==> src/rtl/boot_sequencer.sv <==
// boot_sequencer
//   Bring-up control stage. Holds the CPU in reset until the SCP reports
//   ready, releases it after a fixed hold window, then watches CPU status
//   writes and resolves the run into PASS, FAIL or TIMEOUT.
//
//   Optional feature (compile-time macro): BOOT_SEQ_HEARTBEAT_EN
//     defined     : every non-terminal write in RUN reloads the run timer,
//                   so TIMEOUT_CYCLES bounds the gap between writes.
//     not defined : the run timer is absolute from RUN entry.
//
//   Ports
//     clk           system clock
//     rst           synchronous active-high reset
//     scp_ready     SCP boot complete (level)
//     status_we     CPU status write strobe (one cycle per write)
//     status_wdata  CPU status write data
//     cpu_rst       active-high reset to the CPU core
//     status        current status word (last accepted write)
//     progress_cnt  non-terminal writes seen in RUN, saturating at 255
//     done          run resolved (pass | fail | timeout)
//     pass/fail/timeout  one-hot resolution flags
//     state         FSM state encoding, for debug
module boot_sequencer #(
   parameter int          HOLD_CYCLES    = 16,
   parameter int          TIMEOUT_CYCLES = 100000,
   parameter logic [31:0] PASS_CODE      = 32'hA5A5A5A5,
   parameter logic [31:0] FAIL_CODE      = 32'hDEADBEEF
) (
   input  logic        clk,
   input  logic        rst,
   input  logic        scp_ready,
   input  logic        status_we,
   input  logic [31:0] status_wdata,
   output logic        cpu_rst,
   output logic [31:0] status,
   output logic [7:0]  progress_cnt,
   output logic        done,
   output logic        pass,
   output logic        fail,
   output logic        timeout,
   output logic [2:0]  state
);

   localparam int HW = $clog2(HOLD_CYCLES + 1);
   localparam int TW = $clog2(TIMEOUT_CYCLES);

   typedef enum logic [2:0] {
      S_IDLE     = 3'd0,
      S_WAIT_SCP = 3'd1,
      S_HOLD     = 3'd2,
      S_RUN      = 3'd3,
      S_PASS     = 3'd4,
      S_FAIL     = 3'd5,
      S_TMO      = 3'd6
   } state_t;

   state_t          state_q, state_n;
   logic [HW-1:0]   hold_q, hold_n;
   logic [TW-1:0]   timer_q, timer_n;
   logic [31:0]     status_n;
   logic [7:0]      prog_n;

   function automatic logic [7:0] sat_inc8(input logic [7:0] v);
      return (v == 8'hFF) ? v : v + 8'd1;
   endfunction

   // Next-state / next-value logic
   always_comb begin
      state_n  = state_q;
      hold_n   = hold_q;
      timer_n  = timer_q;
      status_n = status;
      prog_n   = progress_cnt;
      case (state_q)
         S_IDLE: state_n = S_WAIT_SCP;
         S_WAIT_SCP: begin
            if (scp_ready) begin
               state_n = S_HOLD;
               hold_n  = '0;
            end
         end
         S_HOLD: begin
            // The cycle the counter reaches HOLD_CYCLES is the last held
            // cycle, so cpu_rst drops HOLD_CYCLES+1 edges after scp_ready.
            if (hold_q == HW'(HOLD_CYCLES)) begin
               state_n = S_RUN;
               timer_n = '0;
            end else begin
               hold_n = hold_q + HW'(1);
            end
         end
         S_RUN: begin
            timer_n = timer_q + TW'(1);
            if (status_we) begin
               status_n = status_wdata;
               if (status_wdata == PASS_CODE) begin
                  state_n = S_PASS;
               end else if (status_wdata == FAIL_CODE) begin
                  state_n = S_FAIL;
               end else begin
                  prog_n = sat_inc8(progress_cnt);
`ifdef BOOT_SEQ_HEARTBEAT_EN
                  timer_n = '0;
`endif
               end
            end
            // A terminal write on the expiry cycle wins over the timeout.
            if (state_n == S_RUN && timer_q == TW'(TIMEOUT_CYCLES - 1)) begin
               state_n = S_TMO;
            end
         end
         default: ;
      endcase
   end

   // State and output registers
   always_ff @(posedge clk) begin
      if (rst) begin
         state_q      <= S_IDLE;
         hold_q       <= '0;
         timer_q      <= '0;
         status       <= '0;
         progress_cnt <= '0;
         cpu_rst      <= 1'b1;
         done         <= 1'b0;
         pass         <= 1'b0;
         fail         <= 1'b0;
         timeout      <= 1'b0;
      end else begin
         state_q      <= state_n;
         hold_q       <= hold_n;
         timer_q      <= timer_n;
         status       <= status_n;
         progress_cnt <= prog_n;
         cpu_rst      <= !(state_n == S_RUN || state_n == S_PASS);
         done         <= (state_n == S_PASS) || (state_n == S_FAIL) || (state_n == S_TMO);
         pass         <= (state_n == S_PASS);
         fail         <= (state_n == S_FAIL);
         timeout      <= (state_n == S_TMO);
      end
   end

   assign state = state_q;

endmodule

==> config.mk <==
export PLATFORM = sky130hd
export DESIGN_NAME = boot_sequencer
export DESIGN_NICKNAME = d
export VERILOG_FILES = /design/src/rtl/boot_sequencer.sv
export SDC_FILE = /design/constraint.sdc
export NUM_CORES = 1
export LEC_CHECK = 0
export ABC_AREA = 1
export CAP_MARGIN = 40
export CORE_UTILIZATION = 45
export DETAILED_ROUTE_END_ITERATION = 16
export GPL_TIMING_DRIVEN = 0
export MAX_ROUTING_LAYER = met4
export PLACE_DENSITY = 0.75
export SYNTH_ARGS = -nofsm -noshare
export SYNTH_HDL_FRONTEND = slang
export SYNTH_SLANG_ARGS = --single-unit
==> constraint.sdc <==
create_clock -name clk -period 4.3 [get_ports clk]
set_input_delay 0.86 -clock clk [delete_from_list [all_inputs] [get_ports clk]]
set_output_delay 0.86 -clock clk [all_outputs]
set_load 0.02 [all_outputs]
---- Word-level counts from Yosys, hierarchy flattened ----
Cells that the tools add are included.
word-level totals
  register bits after elaboration ......... 70
  word-level logic and storage cells ...... 57
  bits of input ports ..................... 36
  output and inout bits ................... 48
operators by class
  reductions and logical operators ........ 12
  bitwise operators ....................... 3
  add/sub/neg operators ................... 3
  equal/unequal tests ..................... 16
  mux-type cells .......................... 13
operator list
  cell                                           count
  == test 32 bit, second input constant          2
  case mux 17 bit (2 select lines)               1
  2-to-1 mux 3 bit                               7
  adder 17 x 1 -> 17 bit, second input constant  1
  == test 17 bit, second input constant          1
  2-to-1 mux 17 bit                              1
  == test 3 x 2 -> 1 bit, second input constant  4
  case mux 3 bit (4 select lines)                1
  2-to-1 mux 5 bit                               2
  case mux 5 bit (2 select lines)                1
  == test 3 bit, second input constant           3
  adder 8 x 1 -> 8 bit, second input constant    1
  == test 8 bit, second input constant           1
  inequality test 2 bit, second input constant   3
  adder 5 x 1 -> 5 bit, second input constant    1
  == test 5 bit, second input constant           1
  AND reduction 5 bit                            1
  AND reduction 2 bit                            2
  nonzero test 2 bit                             2
  == test 3 x 1 -> 1 bit, second input constant  1
  logical NOT 3 bit                              1
  logical OR 1 bit                               3
  inverter 1 bit                                 3
  AND reduction 3 bit                            1
  other kinds (2)                                2

---- Longest topological paths before layout ----
Gate-level depths: netlist (run 1).
  depth in word-level cells ............... 12
  depth in mapped cells ................... 15
  depth with buffers taken out ............ 15

---- Worst setup path before layout (run 1) ----
Ideal clock, no wire load.
  kind .................................... input to register
  start ................................... input status_wdata[22]
  end ..................................... register cpu_rst
  library setup time ...................... 0.114 ns
  path buffers ............................ 0
  required time ........................... 4.186 ns
  arrival ................................. 1.848 ns
  cell stages on the path ................. 14
  slack ................................... 2.338 ns
  cell sequence ........................... inv_1 nand2_1 nor2_1 nand2_1 nor2_4 nand3_1 nand2_1 nor2_1 nand2_1 nand3_2 nor2_1 nand2_1 inv_2 nor2_2
on the way
  longest elaborated chain between the ends .. 12
  elaborated cells between the ends (all ways) .. 14
  those cells by class .................... 5 x eq/ne; 6 x mux; 3 x reduce/logical
ends and longest elaborated chain
  item                                                     RTL line  source
  from (decl)                                              33        input logic [31:0] status_wdata,
  == test 32 bit                                           98        end else if (status_wdata == FAIL_CODE) begin
  2-to-1 mux 3 bit                                         98
  2-to-1 mux 3 bit (*)                                     96        if (status_wdata == PASS_CODE) begin
  2-to-1 mux 3 bit (*)                                     94        if (status_we) begin
  2-to-1 mux 3 bit (*)                                     74        case (state_q)
  == test 3 x 2 -> 1 bit                                   108       if (state_n == S_RUN && timer_q == TW'(TIMEOUT_CYCLES - 1)) begin
  logical AND 1 bit                                        108
  2-to-1 mux 3 bit (*)                                     108
  case mux 3 bit (4 select lines) (*)                      74
  == test 3 x 2 -> 1 bit or == test 3 bit (tied branches)  135       cpu_rst <= !(state_n == S_RUN || state_n == S_PASS);
  logical OR 1 bit (*)                                     135
  logical NOT 1 bit (*)                                    135
  to (signal assigned)                                     135
  to (decl)                                                34        output logic cpu_rst,
Every way passes the cells marked *; elsewhere a longest branch is shown, timed or not. The select of a mux whose other input is x is not followed.
A chain may end at the register's enable or synchronous reset.

---- Worst setup path in the final report (run 1) ----
  start ................................... register state_q[2] (netlist: state[2])
  end ..................................... output state[2]
RTL lines
  item                    RTL line  source
  from (decl)             57        state_t state_q, state_n;
  from (signal assigned)  130       state_q <= state_n;
  to (decl)               41        output logic [2:0] state
No word-level cell between the ends.

==> reports/summary.txt, run 1 <==
Setup Fix Bufs, Post-CTS = 0
Mapped Area = 3381 µm²
Drt first pass iters = 4
Worst-Margin Slew = 0.5754 ns
Final HPWL DP = 6.474 mm
Max-Cap Viols = 0
WS Path Type = reg -> out
LEAKAGE = 1.718 nW
Root Driver = clkbuf_8
Max VDD drop = 161.8 µV
DR DRC count = 0
Arrival @ worst endpoint = 1.48 ns
Delay-heaviest family, CP = buffers and inverters
Final hold slack = 0.4689 ns
Worst hold start = status[7]
Gr ovfl total = 0
Detail Route Antenna Nets = 0
CP peak stage delay = 0.66 ns
Total Wirelength = 8.563 mm
Crit-path slowest cell = clkdlybuf4s50_1
RR Endpoint = cpu_rst
Final setup TNS = 0 ns
Die Y = 88.68 µm
Clock Skew = 0.009335 ns
Yosys warning count = 0
Period utilization = 0.5433
Placer Congestion = 0.8828
Skew-Pair Late Insertion Delay = 0.35 ns
Max Slew Vio Count = 0
Hold Buf Count CTS = 0
Reg2Reg Depth = 12
First-pass GRT wire length = 13.94 mm
Die Span X = 88.68 µm
WHS Path Cells = 2
Period minus WS final = 2.336 ns
Rows = 31
Netlist cell types = 37
PortBufs = 81
Post-Syn Instances = 487
GRT Overall Usage = 0.2391
Slew headroom = 0.6164
Worst path bufs/invs = 1
Synthesized area per cell = 6.942 µm²
Count of final setup violators = 0
Fin nets = 619
Antenna diodes = 0
CTS max path bufs = 2
Outcome = finished, final reports clean
TritonCTS clock tree = done
CP required = 3.44 ns
Initial antenna violation count = 0
Clock Pin Slew Worst Setup and Hold Paths = 0.07 ns
TritonCTS Buffers = 9
Final hold vios = 0
Die Area = 7863 µm²
Endpoint, Worst Hold = status[7]
Initial core utilization = 0.4661
Clock sink total = 70
Crit-path max FO = 6
Post-cts resize count = 0
Highest clock rate = 428.1 MHz
Initial drt markers = 228
Endpoint class of the critical path = output port
HP Class = reg -> reg
Worst flop-to-flop path startpoint = timer_q[0]
Flop-to-flop setup slack = 2.50 ns
Most frequent cells in the layout = nand2_1, clkdlybuf4s50_1, dfxtp_1
Most common cell after layout, fill and taps aside = nand2_1
H-tree Lvls = 3
Register area share after synthesis = 0.4145
P per Cell Area = 304.9 nW/µm²
CP Cell Sequence = clkdlybuf4s50_1
Largest net degree at the start of global routing = 12
Average wire per cell in the routed design = 12.56 µm
Area Growth Syn to Fin = 33.23%
Unrepaired setup endpoints after global routing = no
Net Count, Synth = 527
Vias per cell = 4.984
Fraction of layout instances using a drive strength above 1 = 0.07204
Yosys reg bits = 70
Startpoint Class = register
Core area = 7253 µm²
Vias in the first global route = 3175
I/O Pins = 84
Routed vias = 3399
-- cells by family after synthesis --
group / share of synthesized area
xor+xnor: 0.005182
fa+ha+maj: 0.01480
buf+inv: 0.08956
compound gates: 0.1384
simple gates: 0.3375
flops: 0.4145
-- layout make-up --
cell class | instances | area [µm²]
Buffer | 20 | 83.83
Clock buffer | 11 | 141.4
Clock inverter | 4 | 47.55
Fill cell | 690 | 2749
Inverter | 58 | 219.0
Multi-Input combinational cell | 339 | 1677
Sequential cell | 70 | 1401
Tap cell | 99 | 123.9
Timing Repair Buffer | 81 | 810.8
-- routing by layer --
layer  global-route usage  up-vias  routed length, µm
li1                     -     1767                  -
met3              0.09328       11                593
met1               0.2748     1536               3878
met2               0.3853       85               3964
met4              0.07038        0                127
met5                    -        -                  0
-- how the worst max path moves through the flow --
stage,cells past startpoint,to,start,slack (ns)
2_1_floorplan,14,cpu_rst,status_wdata[22],2.34
3_3_place_gp,14,cpu_rst,status_wdata[6],1.66
3_5_place_dp,14,cpu_rst,status_wdata[6],1.62
4_1_cts,1,state[0],state[0],1.94
5_1_grt,14,cpu_rst,status_wdata[3],1.73
6_report,1,state[2],state[2],1.96
-- state kept, by name, summed over array words and instances (netlist names) --
name          count
cpu_rst           1
done              1
fail              1
hold_q            5
pass              1
progress_cnt      8
state             3
status           32
timeout           1
timer_q          17
-- cell usage after synthesis --
master    instances  area (µm²)
buf_2             7       35.03
nand2_4           2       22.52
nor2_1           46       172.7
a22oi_1           1       7.510
nand3_4           1       17.52
nor2_4            1       11.26
a311oi_1          1       8.760
nand4_1           9       56.30
nor3_4            1       16.27
nand3b_1          1       7.510
clkinv_2          1       5.000
a221oi_1          1       8.760
nand2_2           2       12.51
nor3b_2           1       12.51
o31ai_1           1       7.510
nor2_2            2       12.51
a211oi_1          6       45.04
o21ai_0          10       50.05
xor2_1            1       8.760
buf_1             3       11.26
nand3_2           3       30.03
ha_1              4       50.05
nor2_8            1       20.02
nor3_1            7       35.03
o21ai_1           2       10.01
dfxtp_1          70        1401
inv_1            54       202.7
clkbuf_1         10       37.54
nor3_2            2       20.02
inv_2             3       11.26
a31oi_4           1       21.27
xnor2_1           1       8.760
a31oi_1           1       6.260
nand3_1          45       225.2
o21a_1            1       7.510
nand2_1         125       469.2
a21oi_1          59       295.3
-- per-stage QoR --
step                 power, W  area [µm²]  worst slack [ns]    util  instances
floorplan           0.0007850        3381             2.338       -        487
global placement    0.0008614        4315             1.659  0.5950        667
detailed placement  0.0008652        4315             1.619  0.5950        667
CTS                  0.001383        4504             1.941  0.6210        682
global route         0.001435        4504             1.731  0.6210        682
finish               0.001373        4504             1.964  0.6210        682
-- power by group --
| group | switching, W | total [W] | leakage, nW | internal (W) |
|---|---|---|---|---|
| Sequential | 0.0000110 | 0.000672 | 0.565 | 0.000661 |
| Clock | 0.000244 | 0.000523 | 0.0952 | 0.000279 |
| Combinational | 0.000103 | 0.000178 | 1.06 | 0.0000748 |
| Total | 0.000359 | 0.00137 | 1.72 | 0.00101 |
(Power assumes the default switching activity.)
==> run 2, diff against run 1 <==
--- a/config.mk
+++ b/config.mk
@@ -11,7 +11,7 @@
 export DETAILED_ROUTE_END_ITERATION = 16
 export GPL_TIMING_DRIVEN = 0
 export MAX_ROUTING_LAYER = met4
-export PLACE_DENSITY = 0.75
+export PLACE_DENSITY = 0.78
 export SYNTH_ARGS = -nofsm -noshare
 export SYNTH_HDL_FRONTEND = slang
 export SYNTH_SLANG_ARGS = --single-unit
==> constraint.sdc (replaced) <==
create_clock -name clk -period 2.01 [get_ports clk]
set_input_delay 0.402 -clock clk [delete_from_list [all_inputs] [get_ports clk]]
set_output_delay 0.402 -clock clk [all_outputs]
set_load 0.02 [all_outputs]
==> reports/summary.txt, run 2 (synthesized netlist as in run 1, its figures left out) <==
Slew headroom = 0.5941
Total power = 0.003120 W
Period utilization = 0.9466
CP Cell Sequence = clkdlybuf4s50_1
Fin nets = 619
Rows = 31
Outcome = finished, final reports clean
Final non-filler cell total = 682
P per Cell Area = 687.6 nW/µm²
Clock Skew = 0.007374 ns
DR DRC count = 0
Final hold slack = 0.3622 ns
Die Area = 7863 µm²
Initial core utilization = 0.4661
Antenna diodes = 0
Max VDD drop = 381.0 µV
Total Wirelength = 8.987 mm
Delay-heaviest family, CP = buffers and inverters
Post-cts resize count = 0
Clock sink total = 70
Routed vias = 3477
Sequential Area = 1401 µm²
Reg with most FFs = status
Detail Route Antenna Nets = 0
Crit-path slowest cell = clkdlybuf4s50_1
Core area = 7253 µm²
CP peak stage delay = 0.66 ns
Root Driver = clkbuf_8
Hold Buf Count CTS = 0
Highest clock rate = 525.6 MHz
Arrival @ worst endpoint = 1.50 ns
Period minus WS final = 1.903 ns
Startpoint Class = register
First-pass GRT wire length = 14.56 mm
Crit-path max FO = 6
Placed Instances = 667
HP Class = in -> reg
Initial antenna violation count = 0
Largest registers = status x32, timer_q x17, progress_cnt x8
Drt first pass iters = 5
Fill cell count = 664
H-tree Lvls = 3
Area of the multi-input gates = 1679 µm²
Setup slack after layout = 0.1073 ns
Area Growth Syn to Fin = 34.23%
Final hold vios = 0
Initial drt markers = 160
Worst-Margin Slew = 0.6089 ns
Average wire per cell in the routed design = 13.18 µm
CTS max path bufs = 2
Most frequent cells in the layout = nand2_1, clkdlybuf4s50_1, dfxtp_1
Unrepaired setup endpoints after global routing = no
Skew-Pair Late Insertion Delay = 0.35 ns
Max-Cap Viols = 0
GR Util met1 = 0.2788
Vias in the first global route = 3273
Final HPWL DP = 6.609 mm
Max reg flops = 32
Setup Fix Bufs, Post-CTS = 0
Clock Pin Slew Worst Setup and Hold Paths = 0.07 ns
Placer Congestion = 0.8913
GR peak layer = met2
Dpl ws = -0.1922 ns
WS Path Type = reg -> out
Die Span X = 88.68 µm
GR Util met3 = 0.07183
Die Y = 88.68 µm
LEAKAGE = 1.736 nW
TritonCTS clock tree = done
Count of final setup violators = 0
Worst path bufs/invs = 1
CP required = 1.61 ns
Endpoint class of the critical path = output port
Fraction of layout instances using a drive strength above 1 = 0.07547
Met2 usage = 0.4210
Vias per cell = 5.098
Gr ovfl total = 0
Max Slew Vio Count = 0
GRT Overall Usage = 0.2472
TritonCTS Buffers = 9
PortBufs = 81
Largest net degree at the start of global routing = 13
Most common cell after layout, fill and taps aside = nand2_1
I/O Pins = 84
-- run 2: final timing paths --
| path | from | to | slack, ns | cells after the start |
|---|---|---|---|---|
| setup / recovery | state[1] | state[1] | 0.11 | 1 |
| hold / removal | rst | state[1] | 0.36 | 2 |
| setup reg to reg | timer_q[0] | cpu_rst | 0.25 | 12 |
| hold reg to reg | status[25] | status[25] | 0.47 | 2 |
-- run 2: worst reg2reg max path, stage by stage, from the launching register on --
cell and delay, ns:
dfxtp_1 0.38, ha_1 0.18, nand2_1 0.11, nor3_4 0.22
nand3_1 0.17, a21oi_1 0.14, nand2_1 0.06, nand2_1 0.08
nand2_2 0.06, nand2_2 0.10, nand2_1 0.07, inv_2 0.06
nor2_2 0.03
-- run 2: metal layers --
layer	wire [µm]	up-vias
met1	3799	1591
li1	-	1769
met4	110	0
met5	0	-
met2	4474	104
met3	603	13
-- run 2: where the power goes --
group / switching [W] / total, W / internal (W) / leakage (nW)
registers: 0.0000249 / 0.00144 / 0.00141 / 0.565
logic: 0.000224 / 0.000384 / 0.000160 / 1.06
clock network: 0.000567 / 0.00130 / 0.000731 / 0.113
-- run 2: layout make-up --
| class | instances | share of cell area |
|---|---|---|
| Tap cell | 99 | 0.02730 |
| Timing Repair Buffer | 81 | 0.1787 |
| Multi-Input combinational cell | 339 | 0.3700 |
| Inverter | 58 | 0.04825 |
| Clock buffer | 10 | 0.03033 |
| Sequential cell | 70 | 0.3088 |
| Clock inverter | 5 | 0.01820 |
| Buffer | 20 | 0.01847 |
-- run 2: stage by stage --
| step | instance area (µm²) | TNS (ns) | utilization |
|---|---|---|---|
| 2_1_floorplan | 3381 | 0 | - |
| 3_3_place_gp | 4315 | -0.6277 | 0.5950 |
| 3_5_place_dp | 4315 | -0.9252 | 0.5950 |
| 4_1_cts | 4536 | 0 | 0.6253 |
| 5_1_grt | 4538 | 0 | 0.6257 |
| 6_report | 4538 | 0 | 0.6257 |
==> run 3, diff against run 2 <==
==> constraint.sdc (replaced) <==
create_clock -name clk -period 2.01 [get_ports clk]
set_input_delay 0.603 -clock clk [delete_from_list [all_inputs] [get_ports clk]]
set_output_delay 0.603 -clock clk [all_outputs]
set_load 0.02 [all_outputs]
==> reports/summary.txt, run 3 (synthesized netlist as in run 1, its figures left out) <==
Detail Route Antenna Nets = 0
Total Wirelength = 9.273 mm
H-tree Lvls = 3
Most common cell after layout, fill and taps aside = nand2_1
Largest net degree at the start of global routing = 13
Post-route cell area = 4661 µm²
Placed Area = 4315 µm²
Placer Congestion = 0.8913
PortBufs = 81
Clock Pin Slew Worst Setup and Hold Paths = 0.08 ns
Drt first pass iters = 5
Rows = 31
Most frequent cells in the layout = nand2_1, dfxtp_1, a21oi_1
First-pass GRT wire length = 14.58 mm
Die Area = 7863 µm²
RR Endpoint = timer_q[14]
Root Driver = clkbuf_8
Skew-Pair Late Insertion Delay = 0.35 ns
WHS Path Cells = 2
Worst flop-to-flop path startpoint = timer_q[0]
Sequential fraction of design power = 0.460
Final Util = 0.6426
Fraction of layout instances using a drive strength above 1 = 0.08919
Startpoint Class = register
Flop-to-flop setup slack = 0.25 ns
Worst path bufs/invs = 1
Die Y = 88.68 µm
CP required = 1.41 ns
Largest registers = status x32, timer_q x17, progress_cnt x8
Vias per cell = 5.104
Period minus WS final = 1.950 ns
Arrival @ worst endpoint = 1.35 ns
Initial antenna violation count = 1
Dpl ws = -0.3932 ns
Outcome = finished, final reports clean
Routed vias = 3486
Average wire per cell in the routed design = 13.58 µm
Int Pwr = 0.002293 W
Final HPWL DP = 6.609 mm
CTS max path bufs = 2
Vias in the first global route = 3284
Max reg flops = 32
Clock share of power = 0.418
Worst-Margin Slew = 0.5884 ns
TritonCTS Buffers = 9
Max Slew Vio Count = 0
Count of final setup violators = 0
CP Cell Sequence = clkdlybuf4s50_1
Setup Fix Bufs, Post-CTS = 0
Delay-heaviest family, CP = buffers and inverters
Crit-path max FO = 2
Fin nets = 619
Highest clock rate = 512.7 MHz
Worst hold start = status[25]
Endpoint class of the critical path = output port
Endpoint, Worst Hold = status[25]
DR DRC count = 0
Die Span X = 88.68 µm
LEAKAGE = 2.111 nW
CP peak stage delay = 0.64 ns
Total power = 0.003124 W
Gr ovfl total = 0
Hold Buf Count CTS = 0
HP Class = reg -> reg
Clock Skew = 0.006362 ns
Crit-path slowest cell = clkdlybuf4s50_1
Initial drt markers = 189
WS Path Type = reg -> out
Unrepaired setup endpoints after global routing = no
Area Growth Syn to Fin = 37.86%
Reg with most FFs = status
Setup slack after layout = 0.05952 ns
P per Cell Area = 670.3 nW/µm²
TritonCTS clock tree = done
Net Sw Frac = 0.2661
Final hold slack = 0.4658 ns
Max VDD drop = 380.0 µV
Period utilization = 0.9704
Clock sink total = 70
Core area = 7253 µm²
Max-Cap Viols = 0
Net Sw Power = 0.0008312 W
GRT Overall Usage = 0.2476
Slew headroom = 0.6077
Logic pwr share = 0.122
Reg2Reg Depth = 8
Final hold vios = 0
I/O Pins = 84
Initial core utilization = 0.4661
## run 3: cell count changes in the layout (fill, tap and decap cells not counted), moves of 2 or more
cell             previous run  this run
dlymetal6s2s_1              0        35
nor2_1                     45        40
dlygate4sd2_1               0         6
clkdlybuf4s50_1            81        40
nand2_1                   125       123
nor2_2                      3         7
## run 3: power by group through the flow
stage | clock, W | combinational (W) | sequential [W]
floorplan | 0 | 0.000189 | 0.00149
global placement | 0 | 0.000374 | 0.00147
detailed placement | 0 | 0.000382 | 0.00147
CTS | 0.00131 | 0.000381 | 0.00144
global route | 0.00137 | 0.000421 | 0.00144
finish | 0.00131 | 0.000381 | 0.00144
## run 3: repair_timing
action | in CTS | in global routing
gates resized for setup | 8 | 45
pin swaps | 0 | 16
cloned | 0 | 0
setup endpoints to repair | 7 | 11
## run 3: worst max-delay path by stage
stage | startpoint | endpoint | slack, ns | cells after the start
after global placement | status_wdata[6] | cpu_rst | -0.37 | 14
after global routing | progress_cnt[1] | progress_cnt[1] | 0.02 | 1
after floorplan | status_wdata[22] | cpu_rst | 0.31 | 14
final | status[20] | status[20] | 0.06 | 1
after detailed placement | status_wdata[3] | cpu_rst | -0.39 | 14
after CTS | progress_cnt[5] | progress_cnt[5] | 0.007 | 1
## run 3: routing by layer
layer / GRT usage / routed length (µm) / vias up
met2: 0.4203 / 4674 / 103
met3: 0.07183 / 594 / 15
li1: - / - / 1764
met5: - / 0 / -
met1: 0.2783 / 3863 / 1604
met4: 0.08358 / 140 / 0
## run 3: area by class of cell
type,count,area (µm²)
diodes,1,2.502
plain buffers,20,83.83
clock buffers,10,137.6
clock inverters,5,82.58
fillers,650,2592
inverters,58,219.0
multi-input cells,339,1719
flip-flops and latches,70,1401
well taps,99,123.9
repair buffers,81,890.9
## run 3: per-stage QoR
step,instances,setup TNS [ns]
after floorplan,487,0
after global placement,667,-3.423
after detailed placement,667,-3.966
after CTS,682,0
after global routing,683,0
final,683,0
## run 3: tightest hold or removal path: cells and delay by family (launching register included)
family | cells | cell delay [ns]
AOI/OAI and AO/OA | 1 | 0.05
DFF | 1 | 0.32
and+or+nand+nor | 1 | 0.06
==> variant (settings of run 2) <==
Put one more register stage on the output `progress_cnt`, with the module's reset. The value now appears one clock later. The other outputs are not delayed to match.
--- a/src/rtl/boot_sequencer.sv
+++ b/src/rtl/boot_sequencer.sv
@@ -54,6 +54,8 @@
       S_TMO      = 3'd6
    } state_t;
 
+   logic [7:0] progress_cnt_s0;
+
    state_t          state_q, state_n;
    logic [HW-1:0]   hold_q, hold_n;
    logic [TW-1:0]   timer_q, timer_n;
@@ -70,7 +72,7 @@
       hold_n   = hold_q;
       timer_n  = timer_q;
       status_n = status;
-      prog_n   = progress_cnt;
+      prog_n   = progress_cnt_s0;
       case (state_q)
          S_IDLE: state_n = S_WAIT_SCP;
          S_WAIT_SCP: begin
@@ -98,7 +100,7 @@
                end else if (status_wdata == FAIL_CODE) begin
                   state_n = S_FAIL;
                end else begin
-                  prog_n = sat_inc8(progress_cnt);
+                  prog_n = sat_inc8(progress_cnt_s0);
 `ifdef BOOT_SEQ_HEARTBEAT_EN
                   timer_n = '0;
 `endif
@@ -120,7 +122,7 @@
          hold_q       <= '0;
          timer_q      <= '0;
          status       <= '0;
-         progress_cnt <= '0;
+         progress_cnt_s0 <= '0;
          cpu_rst      <= 1'b1;
          done         <= 1'b0;
          pass         <= 1'b0;
@@ -131,7 +133,7 @@
          hold_q       <= hold_n;
          timer_q      <= timer_n;
          status       <= status_n;
-         progress_cnt <= prog_n;
+         progress_cnt_s0 <= prog_n;
          cpu_rst      <= !(state_n == S_RUN || state_n == S_PASS);
          done         <= (state_n == S_PASS) || (state_n == S_FAIL) || (state_n == S_TMO);
          pass         <= (state_n == S_PASS);
@@ -142,5 +144,13 @@
 
    assign state = state_q;
 
+   always_ff @(posedge clk) begin
+      if (rst) begin
+         progress_cnt <= '0;
+      end else begin
+         progress_cnt <= progress_cnt_s0;
+      end
+   end
+
 endmodule
 
Function: no difference found for any inputs over 10 cycles, from zero or initial values and one cycle with rst high; that may be too few to reach the edited logic, so the function may still have changed.
==> variant against run 2 <==
- final cell count rose by 2.8%
- wire length down 1.9%
- power grew 3.3%
- area after synthesis grew 4.3%
- synthesized cell count up 3.5%
- sequential share of layout area grew 2.4 points
- sequential cell count grew 8
- cell area grew 3.4%
- global-route usage shrank 1.5 points
- setup slack gained 0.030 ns
- non-clock buffer count increased by 2
- critical endpoint unchanged
==> variant: results (changes against run 2) <==
GRT
  – Vias in the first global route: 3505 (+7.1%)
  – Largest net degree at the start of global routing: 15 (+2)
  – Gr usage total: 23.18% (-1.5 points)
  – First-pass GRT wire length: 15160 µm (+4.1%)

Yosys
  – Dominant cells by area after synthesis: dfxtp_1, nand2_1, a21oi_1
  – Synth top cells by count: nand2_1, dfxtp_1, inv_1, a21oi_1, nor2_1
  – Xor and xnor area share after synthesis: 0.4970% (-0.021 points)
  – Synth Register Bits: 78 (+11%)
  – Syn_area_per_cell: 6.993 µm² (+0.74%)
  – Unique masters post-synth: 32 (-14%)
  – Mapped Nets: 544 (+3.2%)

Power and ir drop
  – Maximum vdd drop: 0.0005369 V (+41%)
  – Leakage power: 1.747 nW (+0.62%)
  – Sw Pwr: 804.8 µW (-1.4%)
  – Flop+latch power: 1.59 mW (+10%)
  – Comb pwr: 333 µW (-13%)

Finish
  – Seq/total area: 33.26% (+2.4 points)
  – Clock-cell share of area: 4.691% (-0.16 points)
  – Final net count: 637 (+2.9%)
  – Multi-input combinational cell count: 341 (+0.59%)
  – Register Area: 1562 µm² (+11%)
  – Largest regs: status (32), timer_q (17)
  – Multi-input combinational area share: 34.94% (-2.1 points)
  – Data buffer area share: 19.35% (-0.36 points)

Timing
  – Fmax: 0.5341 GHz (+1.6%)
  – Final Skew: 0.009189 ns (+0.001815 ns)

Detailed routing
  – Detailed Route Iter0 Violations: 224 (+40%)
  – Total vias in the final route: 3591 (+3.3%)
  – WL per Instance: 12.58 µm (-4.5%)

Run status
  – Run status: complete, no violations

Setup path
  – Reg2reg setup slack: 0.22 ns (-0.03 ns)
  – Reg-to-reg endpoint: timer_q[16]

Place
  – Post-DP HPWL: 6558 µm (-0.76%)
  – Area after DPL: 4459 µm² (+3.3%)
  – Pre-CTS WS: -0.1948 ns (-0.002621 ns)
  – Cells after DPL: 684 (+2.5%)
==> variant: cell types whose count changed after synthesis, moves of 7 or more <==
cell            run 2  this run
inv_1              54        61
dfxtp_1            70        78
nand2_1           125       116
nor2_1             46        55
==> variant: worst min path at each step <==
stage                                   from         endpoint  slack, ns  depth (start not counted)
final                              status_we       status[22]       0.43                          3
after global routing               status_we       status[22]       0.44                          3
after CTS                          status_we       status[22]       0.42                          3
after detailed placement  progress_cnt_s0[4]  progress_cnt[4]       0.44                          2
after global placement    progress_cnt_s0[4]  progress_cnt[4]       0.45                          2
after floorplan           progress_cnt_s0[4]  progress_cnt[4]       0.42                          2
==> variant: repair_timing <==
| item | 4_1_cts | 5_1_grt |
|---|---|---|
| setup buffers | 0 | 1 |
| gates resized for setup | 0 | 3 |
| setup endpoints to repair | 0 | 3 |
==> variant: layer usage <==
layer  GRT usage [%]  share of wire (%)  vias up
met3           7.155                7.7       15
li1                -                  -     1821
met5               -                  0        -
met4           8.333                1.7        0
met2           36.87                 47      125
met1           27.60                 44     1630
